==> src/rtl/inverse_rotation_engine_if.sv <==
// Vertex payload type and the handshake bundle between a vertex source/sink and the inverse rotation engine.
package graphics_type_pkg;
    localparam int unsigned COORD_W = 10;
    localparam int unsigned ANGLE_W = 16;

    typedef struct packed {
        logic signed [COORD_W-1:0] x;
        logic signed [COORD_W-1:0] y;
        logic signed [COORD_W-1:0] z;
    } vertex_3d_t;
endpackage

interface inverse_rotation_engine_if;
    import graphics_type_pkg::*;

    logic                      in_valid;
    logic                      in_ready;
    vertex_3d_t                v_in;
    logic signed [ANGLE_W-1:0] angle_x;
    logic signed [ANGLE_W-1:0] angle_y;
    logic signed [ANGLE_W-1:0] angle_z;
    logic                      out_valid;
    logic                      out_ready;
    vertex_3d_t                v_out;
    logic                      busy;

    modport master (
        output in_valid, v_in, angle_x, angle_y, angle_z, out_ready,
        input  in_ready, out_valid, v_out, busy
    );

    modport slave (
        input  in_valid, v_in, angle_x, angle_y, angle_z, out_ready,
        output in_ready, out_valid, v_out, busy
    );
endinterface

==> src/rtl/inverse_rotation_engine.sv <==
// Undoes a forward X->Y->Z rotation by rotating Z, Y, X with negated angles,
// one axis per cycle through a single shared 4-multiplier plane rotator.
module inverse_rotation_engine
    import graphics_type_pkg::*;
(
    input  logic                     clk,
    input  logic                     rst_n,
    inverse_rotation_engine_if.slave bus
);

    localparam int unsigned ANG_W  = 8;
    localparam int unsigned PROD_W = 32;
    localparam int unsigned FRAC_W = 8;

    typedef enum logic [2:0] {IDLE, ROT_Z, ROT_Y, ROT_X, DONE} state_e;

    state_e             state_q, state_d;
    vertex_3d_t         work_q, work_d;
    logic [ANG_W-1:0]   ang_x_q, ang_x_d;
    logic [ANG_W-1:0]   ang_y_q, ang_y_d;
    logic [ANG_W-1:0]   ang_z_q, ang_z_d;
    logic               out_valid_q, out_valid_d;
    logic               busy_q, busy_d;

    logic               in_ready_c;
    logic               hs_c;

    logic signed [COORD_W-1:0] p_c, q_c, p_new_c, q_new_c;
    logic signed [COORD_W-1:0] cos_c, sin_c;
    logic        [ANG_W-1:0]   ang_c;
    logic signed [PROD_W-1:0]  p32_c, q32_c, c32_c, s32_c;

    // Upper angle bits carry no information at 256 units per turn.
    logic unused_angle_bits;
    assign unused_angle_bits = ^{bus.angle_x[ANGLE_W-1:ANG_W],
                                 bus.angle_y[ANGLE_W-1:ANG_W],
                                 bus.angle_z[ANGLE_W-1:ANG_W]};

    function automatic logic signed [COORD_W-1:0] cos_lut(input logic [3:0] idx);
        case (idx)
            4'd0:    cos_lut =  10'sd256;
            4'd1:    cos_lut =  10'sd236;
            4'd2:    cos_lut =  10'sd181;
            4'd3:    cos_lut =  10'sd98;
            4'd4:    cos_lut =  10'sd0;
            4'd5:    cos_lut = -10'sd98;
            4'd6:    cos_lut = -10'sd181;
            4'd7:    cos_lut = -10'sd236;
            4'd8:    cos_lut = -10'sd256;
            4'd9:    cos_lut = -10'sd236;
            4'd10:   cos_lut = -10'sd181;
            4'd11:   cos_lut = -10'sd98;
            4'd12:   cos_lut =  10'sd0;
            4'd13:   cos_lut =  10'sd98;
            4'd14:   cos_lut =  10'sd181;
            default: cos_lut =  10'sd236;
        endcase
    endfunction

    assign in_ready_c = (state_q == IDLE) || ((state_q == DONE) && bus.out_ready);
    assign hs_c       = bus.in_valid && in_ready_c;

    // Every axis is the plane rotation p' = p*c - q*s, q' = p*s + q*c on a chosen coordinate pair.
    always_comb begin
        p_c   = work_q.y;
        q_c   = work_q.z;
        ang_c = ang_x_q;
        case (state_q)
            ROT_Z: begin p_c = work_q.x; q_c = work_q.y; ang_c = ang_z_q; end
            ROT_Y: begin p_c = work_q.z; q_c = work_q.x; ang_c = ang_y_q; end
            default: ;
        endcase
        cos_c   = cos_lut(ang_c[7:4]);
        sin_c   = cos_lut(ang_c[7:4] - 4'd4);
        p32_c   = p_c;
        q32_c   = q_c;
        c32_c   = cos_c;
        s32_c   = sin_c;
        p_new_c = COORD_W'((p32_c * c32_c - q32_c * s32_c) >>> FRAC_W);
        q_new_c = COORD_W'((p32_c * s32_c + q32_c * c32_c) >>> FRAC_W);
    end

    // Next-state and working-register update.
    always_comb begin
        state_d     = state_q;
        work_d      = work_q;
        ang_x_d     = ang_x_q;
        ang_y_d     = ang_y_q;
        ang_z_d     = ang_z_q;
        out_valid_d = 1'b0;
        busy_d      = 1'b0;

        case (state_q)
            IDLE: if (hs_c) state_d = ROT_Z;
            ROT_Z: begin
                work_d.x = p_new_c;
                work_d.y = q_new_c;
                state_d  = ROT_Y;
            end
            ROT_Y: begin
                work_d.z = p_new_c;
                work_d.x = q_new_c;
                state_d  = ROT_X;
            end
            ROT_X: begin
                work_d.y = p_new_c;
                work_d.z = q_new_c;
                state_d  = DONE;
            end
            DONE: begin
                if (hs_c)               state_d = ROT_Z;
                else if (bus.out_ready) state_d = IDLE;
            end
            default: state_d = IDLE;
        endcase

        if (hs_c) begin
            work_d  = bus.v_in;
            ang_x_d = ANG_W'(8'd0 - bus.angle_x[ANG_W-1:0]);
            ang_y_d = ANG_W'(8'd0 - bus.angle_y[ANG_W-1:0]);
            ang_z_d = ANG_W'(8'd0 - bus.angle_z[ANG_W-1:0]);
        end

        out_valid_d = (state_d == DONE);
        busy_d      = (state_d != IDLE);
    end

    always_ff @(posedge clk or negedge rst_n) begin
        if (!rst_n) begin
            state_q     <= IDLE;
            work_q      <= '0;
            ang_x_q     <= '0;
            ang_y_q     <= '0;
            ang_z_q     <= '0;
            out_valid_q <= 1'b0;
            busy_q      <= 1'b0;
        end else begin
            state_q     <= state_d;
            work_q      <= work_d;
            ang_x_q     <= ang_x_d;
            ang_y_q     <= ang_y_d;
            ang_z_q     <= ang_z_d;
            out_valid_q <= out_valid_d;
            busy_q      <= busy_d;
        end
    end

    assign bus.in_ready  = in_ready_c;
    assign bus.out_valid = out_valid_q;
    assign bus.v_out     = work_q;
    assign bus.busy      = busy_q;

endmodule

==> src/flat_wrapper.sv <==
// flat-port wrapper written by rule: the top's interface ports become plain ports
module inverse_rotation_engine_flat import graphics_type_pkg::*;
  (clk, rst_n, bus_in_valid, bus_v_in, bus_angle_x, bus_angle_y, bus_angle_z, bus_out_ready, bus_in_ready, bus_out_valid, bus_v_out, bus_busy);
  inverse_rotation_engine_if bus_i ();
  input  logic clk;
  input  logic rst_n;
  input wire logic [$bits(bus_i.in_valid)-1:0] bus_in_valid;
  input wire logic [$bits(bus_i.v_in)-1:0] bus_v_in;
  input wire logic [$bits(bus_i.angle_x)-1:0] bus_angle_x;
  input wire logic [$bits(bus_i.angle_y)-1:0] bus_angle_y;
  input wire logic [$bits(bus_i.angle_z)-1:0] bus_angle_z;
  input wire logic [$bits(bus_i.out_ready)-1:0] bus_out_ready;
  output wire logic [$bits(bus_i.in_ready)-1:0] bus_in_ready;
  output wire logic [$bits(bus_i.out_valid)-1:0] bus_out_valid;
  output wire logic [$bits(bus_i.v_out)-1:0] bus_v_out;
  output wire logic [$bits(bus_i.busy)-1:0] bus_busy;
  assign bus_i.in_valid = bus_in_valid;
  assign bus_i.v_in = bus_v_in;
  assign bus_i.angle_x = bus_angle_x;
  assign bus_i.angle_y = bus_angle_y;
  assign bus_i.angle_z = bus_angle_z;
  assign bus_i.out_ready = bus_out_ready;
  assign bus_in_ready = bus_i.in_ready;
  assign bus_out_valid = bus_i.out_valid;
  assign bus_v_out = bus_i.v_out;
  assign bus_busy = bus_i.busy;
  inverse_rotation_engine u_core (.clk(clk), .rst_n(rst_n), .bus(bus_i));
endmodule
==> config.mk <==
export PLATFORM = sky130hd
export DESIGN_NAME = inverse_rotation_engine_flat
export DESIGN_NICKNAME = d
export VERILOG_FILES = /design/src/rtl/inverse_rotation_engine_if.sv /design/src/rtl/inverse_rotation_engine.sv /design/src/flat_wrapper.sv
export SDC_FILE = /design/constraint.sdc
export NUM_CORES = 1
export LEC_CHECK = 0
export CELL_PAD_IN_SITES_DETAIL_PLACEMENT = 1
export CELL_PAD_IN_SITES_GLOBAL_PLACEMENT = 1
export CORE_UTILIZATION = 48
export CTS_CLUSTER_DIAMETER = 50
export DETAILED_ROUTE_END_ITERATION = 6
export HOLD_SLACK_MARGIN = 0.02
export PLACE_DENSITY_LB_ADDON = 0.25
export SETUP_SLACK_MARGIN = 0.1
export SLEW_MARGIN = 5
export SYNTH_ARGS = -nofsm -noshare
export SYNTH_HDL_FRONTEND = slang
export SYNTH_SLANG_ARGS = --single-unit
export TNS_END_PERCENT = 10
==> constraint.sdc <==
create_clock -name clk -period 11.54 [get_ports clk]
set_clock_uncertainty 0.2 [all_clocks]
set_input_delay 2.308 -clock clk [delete_from_list [all_inputs] [get_ports clk]]
set_output_delay 2.308 -clock clk [all_outputs]
set_load 0.01 [all_outputs]
# ---- Word-level counts from Yosys, hierarchy flattened
# Memory sizes are Yosys's and may differ from the RTL's.
# Cells that the tools add are included.
dict set report totals {
  regBits 59
  latchBits 0
  ramBits 0
  mem_bits_ro 320
  input_bits 82
  output_inout_bits 33
  word_cells 45
  n_memories 2
}
# memory depth width rd rd_ports_with_merged_regs write_ports line
set mem_list {}
lappend mem_list {{(no name shown)} 16 10 1 0 0 inverse_rotation_engine.sv:40} ;# case (idx)
lappend mem_list {{(no name shown)} 16 10 1 0 0 inverse_rotation_engine.sv:40}
dict set report op_classes {
  addsub 6
  n_mul 4
  div_mod_pow 0
  order_cmp 0
  n_eq_ne 5
  shifts 0
  muxes 11
  n_bitwise 0
  n_reduce_logical 8
}
# operator count
set op_table {}
lappend op_table {{$pmux W10 S2} 5}
lappend op_table {{$mul A10 B10 Y18} 4}
lappend op_table {{$mux W30} 1}
lappend op_table {{$sub A1 B8 Y8 const A} 3}
lappend op_table {{$add A18 B18 Y18} 1}
lappend op_table {{$sub A18 B18 Y18} 1}
lappend op_table {{$pmux W8 S2} 1}
lappend op_table {{$pmux W3 S5} 1}
lappend op_table {{$reduce_bool A3 Y1} 4}
lappend op_table {{$mux W3} 3}
lappend op_table {{$eq A3 B2 Y1 const B} 2}
lappend op_table {{$eq A3 B3 Y1 const B} 2}
lappend op_table {{$sub A4 B3 Y4 const B} 1}
lappend op_table {{$eq A3 B1 Y1 const B} 1}
lappend op_table {{$logic_not A3 Y1} 1}
lappend op_table {{$logic_and A1 B1 Y1} 2}
lappend op_table {{$logic_or A1 B1 Y1} 1}

# ---- Logic depth before layout (Yosys ltp)
# An unclocked memory read counts as a cell.
dict set report logic_depth {
  depth_word 8
  depth_mapped 37
  mapped_depth_nobuf 34
}

# ---- Least setup slack after synthesis
# Ideal clock, no wire load.
dict set report synth_timing {
  path_type {register to register}
  start {reg u_core.state_q[0]}
  end {reg u_core.work_q (netlist bit u_core.bus.v_out[29])}
  setup_time_ns 0.131
  arrival_ns 9.133
  t_required_ns 11.209
  slack_ns 2.076
  stages_incl_launch_ff 34
  n_path_buf 4
  synth_period_minus_slack_ns 9.464
  cell_sequence {dfrtp_1 > buf_4 > nor3b_4 > nor2_2 > a221o_1 > buf_2 > inv_1 > ha_1 > clkbuf_1 > inv_1 > clkbuf_1 > nor2_1 > inv_1 > fa_1 > inv_1 > fa_1 > fa_1 > inv_1 > fa_1 > fa_1 > fa_1 > inv_1 > fa_1 > inv_1 > ha_1 > a21o_1 > a21o_1 > a221o_1 > a21oi_1 > o21bai_1 > a21oi_1 > xnor3_1 > a222oi_1 > nand2_1}
}
dict set report synth_between {
  elab_chain_len 8
  elab_cells_between_ends 22
  cone_classes {3 x add/sub; 4 x mul; 3 x eq/ne; 5 x mux; 5 x reduce/logical; 2 x memory}
}
# item line
set synth_lines {}
lappend synth_lines {{start: declaration} inverse_rotation_engine.sv:17} ;# state_e state_q, state_d;
lappend synth_lines {{start signal: assignment} inverse_rotation_engine.sv:138} ;# state_q <= state_d;
lappend synth_lines {{$eq A3 B2 Y1 / $eq A3 B1 Y1 (equally long branches)} {inverse_rotation_engine.sv:68, inverse_rotation_engine.sv:93}}
lappend synth_lines {{$pmux W8 S2} inverse_rotation_engine.sv:68} ;# case (state_q)
lappend synth_lines {{$sub A4 B3 Y4} inverse_rotation_engine.sv:74} ;# sin_c = cos_lut(ang_c[7:4] - 4'd4);
lappend synth_lines {{$mem_v2 Z16 W10} n/a}
lappend synth_lines {{$mul A10 B10 Y18, on equally long branches} {inverse_rotation_engine.sv:80, inverse_rotation_engine.sv:79}}
lappend synth_lines {{$add A18 B18 Y18 / $sub A18 B18 Y18 (equally long branches)} {inverse_rotation_engine.sv:80, inverse_rotation_engine.sv:79}}
lappend synth_lines {{$pmux W10 S2} inverse_rotation_engine.sv:93} ;# case (state_q)
lappend synth_lines {{$mux W30} inverse_rotation_engine.sv:117} ;# if (hs_c) begin
lappend synth_lines {{end signal: assignment} inverse_rotation_engine.sv:139} ;# work_q <= work_d;
lappend synth_lines {{end: declaration} inverse_rotation_engine.sv:18} ;# vertex_3d_t work_q, work_d;
# Several ways; a longest one is shown, not always the timed one.
# A chain may end at the register's enable or synchronous reset.

# ---- Final worst setup path
dict set report layout_timing {
  start {reg u_core.state_q[1]}
  end {reg u_core.work_q (netlist bit u_core.bus.v_out[29])}
}
# Same word-level chain as after synthesis.

==> run_results.csv <==
group,metric,value,unit
outcome,status,"finished, final reports clean",
critical_path,worst_ep_arrival_time,10.16,ns
clocking,insertion_delay,0.30,ns
grt,grt_pass1_wl,93700,um
worst_hold_path,hp-class,"reg -> reg",
layout,area_delta_synth_final,10.2,%
detailed_routing,viasPerCell,5.75,
logic_synthesis,syn-num-nets,2561,
floorplanning,initial_core_util,48.8,%
clocking,clock_sinks,47,
layout,fillCellCount,4195,
detailed_routing,finalWirelength,59700,um
clocking,cts_root_buf,"clkbuf_16",
detailed_routing,drtPass1Iterations,7,
run,cap_violations,0,
placed_design,port_buffers,90,
sta,relSlewSlack,13.6,%
critical_path,cp_slowest_cell,"fa_1",
clocking,holdBufCountCts,0,
sta,tightest_slew,1.30,ns
grt,grt_pass1_vias,16500,
logic_synthesis,postSynthCellCount,1952,
logic_synthesis,ys_ff_latch,47,
logic_synthesis,ys_types,72,
critical_path,worstPathRequired,11.52,ns
clocking,cts-htree-levels,2,
sta,hold_viol,0,
sta,tns,0,ns
grt,antenna_found_initial,1,
layout,nets,2635,
detailed_routing,vias,14300,
clocking,clk_pin_slew_worst_paths,0.07,ns
sta,fin_crit,10.18,ns
grt,grt.total_usage,34.5,%
critical_path,crit_fanout,21,
floorplanning,die_h,192,um
clocking,cts_buffer_depth,2,
logic_synthesis,ys_async_sr_fraction,100,%
detailed_routing,ant_nets,0,
placed_design,place.gp.congestion,0.993,
floorplanning,num_rows,69,
grt,grt_max_degree,48,
floorplanning,fp.dieW,192,um
detailed_routing,route.detailed.drc,0,
layout,layout-drive-gt1-share,5.08,%
floorplanning,core_area,35600,um^2
logic_synthesis,yosysSeqAreaShare,6.78,%
logic_synthesis,synth_ff_type,"dfrtp_1",
critical_path,worstSetupPathType,"reg -> reg",
clocking,ctsResizeCount,0,
critical_path,critPathMaxStageDelay,0.74,ns
layout,final_cell_area,19100,um^2
placed_design,placed_area,19000,um^2
grt,grt_overflow,0,
clocking,tritoncts.num_buffers,5,
detailed_routing,first_iter_violations,903,
layout,diodes,0,
critical_path,cp-end-kind,"register",
logic_synthesis,yosys_warnings,0,
sta,setup_violations,0,
sta,timing.fmax,98.2,MHz
floorplanning,ioPinCount,115,
critical_path,critPathMostFrequentCell,"fa_1",
critical_path,startpoint_type,"register",
sta,layout_worst_path_cycle_share,88.3,%
logic_synthesis,synth_area,17400,um^2
placed_design,hpwlAfterDp,49100,um
sta,slew_violations,0,
logic_synthesis,synth_edf_count,0,
clocking,cts_tree,"done",
detailed_routing,wl_per_cell,24.0,um
floorplanning,die-area,36900,um^2
logic_synthesis,syn_area_per_cell,8.89,um^2
sta,rsz0062_at_grt,"false",
clocking,cts_setup_buffers,0,
final timing paths:
check                                               from                               end  slack, ns  cells past startpoint
max reg2reg                  u_core.state_q[1]$_DFF_PN0_  u_core.bus.v_out[29]$_DFFE_PN0P_       1.36                     29
max in group asynchronous                          rst_n  u_core.bus.v_out[20]$_DFFE_PN0P_       8.41                      1
min                        u_core.ang_x_q[5]$_DFFE_PN0P_     u_core.ang_x_q[5]$_DFFE_PN0P_       0.30                      2
max                          u_core.state_q[1]$_DFF_PN0_  u_core.bus.v_out[29]$_DFFE_PN0P_       1.36                     29
min in group asynchronous                          rst_n     u_core.ang_y_q[7]$_DFFE_PN0P_       2.01                      1
min reg2reg                u_core.ang_x_q[5]$_DFFE_PN0P_     u_core.ang_x_q[5]$_DFFE_PN0P_       0.30                      2
flip-flops by register name (all words and copies together), names as in the netlist:
name	flops
u_core.bus.v_out	30
u_core.ang_x_q	4
u_core.ang_y_q	4
u_core.ang_z_q	4
u_core.state_q	3
u_core.bus.busy	1
u_core.bus.out_valid	1
layer usage:
metal	vias to the layer above	global-route usage (%)	wire (um)
met5	-	0	0
met4	0	19.3	3920
met3	203	5.28	4030
met2	553	59.0	29100
met1	7468	41.6	22700
li1	6080	-	-
kinds of logic after synthesis:
kind of cell | after synthesis | synth area share, %
mux | 9 | 0.541
compound gates | 189 | 8.35
xor+xnor | 80 | 4.33
buf+inv | 541 | 11.8
fa+ha+maj | 527 | 54.6
simple gates | 559 | 13.6
flops | 47 | 6.78
placed cells by master (no fill, tap or decap), types with 8 or more instances in the layout:
cell	synthesis	routed
nand2_1	221	221
nor3_1	24	24
o31ai_1	9	9
ha_1	143	143
fa_1	384	384
o21ai_0	37	36
inv_1	461	461
nand3_1	9	9
buf_4	1	54
mux2i_1	8	8
a222oi_1	8	8
a221oi_2	3	9
a221oi_1	15	9
clkdlybuf4s50_1	0	89
nor2_1	233	233
and2_1	24	24
xor2_1	18	18
a21oi_1	21	20
o21a_1	10	10
dfrtp_1	47	47
a21o_1	11	11
xnor2_1	58	58
a221o_1	21	21
nand2b_1	13	13
worst max-delay path, delay by kind of cell, from the launching register on:
kind                     cells  cell delay [ns]
AO/OA/AOI/OAI                7             2.21
XOR/XNOR                     1             0.31
adder cells (fa/ha/maj)      9             4.53
buffers and inverters        5             0.82
flip-flops                   1             0.40
AND/OR/NAND/NOR              7             1.56
through the flow:
step,std cells,hold slack (ns),utilization [%],worst slack (ns)
final,2488,0.297,53.8,1.36
after global routing,2488,0.337,53.8,0.928
after CTS,2488,0.299,53.8,1.46
after detailed placement,2480,0.283,53.4,1.49
after global placement,2480,0.269,53.4,1.69
after floorplan,1952,0.241,-,2.08
cell usage after synthesis (3+ instances only):
| library cell | count | area, um^2 |
|---|---|---|
| a21o_1 | 11 | 82.6 |
| a21oi_1 | 21 | 105 |
| a21oi_2 | 6 | 52.6 |
| a221o_1 | 21 | 210 |
| a221oi_1 | 15 | 131 |
| a221oi_2 | 3 | 45.0 |
| a222oi_1 | 8 | 80.1 |
| a22oi_1 | 7 | 52.6 |
| and2_1 | 24 | 150 |
| and3_1 | 4 | 25.0 |
| buf_1 | 3 | 11.3 |
| buf_2 | 10 | 50.1 |
| clkbuf_1 | 62 | 233 |
| dfrtp_1 | 47 | 1180 |
| fa_1 | 384 | 7690 |
| ha_1 | 143 | 1790 |
| inv_1 | 461 | 1730 |
| mux2i_1 | 8 | 80.1 |
| nand2_1 | 221 | 830 |
| nand2b_1 | 13 | 81.3 |
| nand3_1 | 9 | 45.0 |
| nor2_1 | 233 | 875 |
| nor2b_1 | 6 | 37.5 |
| nor3_1 | 24 | 120 |
| nor4_1 | 4 | 25.0 |
| o21a_1 | 10 | 75.1 |
| o21ai_0 | 37 | 185 |
| o21bai_1 | 4 | 30.0 |
| o221ai_1 | 6 | 52.6 |
| o22ai_1 | 4 | 25.0 |
| o31ai_1 | 9 | 67.6 |
| or3_1 | 5 | 31.3 |
| xnor2_1 | 58 | 508 |
| xor2_1 | 18 | 158 |
cell type report:
type	count	area (um^2)	area share, %
Clock buffer	5	125	0.654
Multi-Input combinational cell	1364	14200	74.2
Clock inverter	3	20.0	0.105
Inverter	464	1740	9.11
Timing Repair Buffer	144	1300	6.80
Tap cell	461	577	3.02
Sequential cell	47	1180	6.15
Power is left out: the tool's default activity adds up to more than one toggle a clock period on the data nets, which glitch-free logic cannot reach.
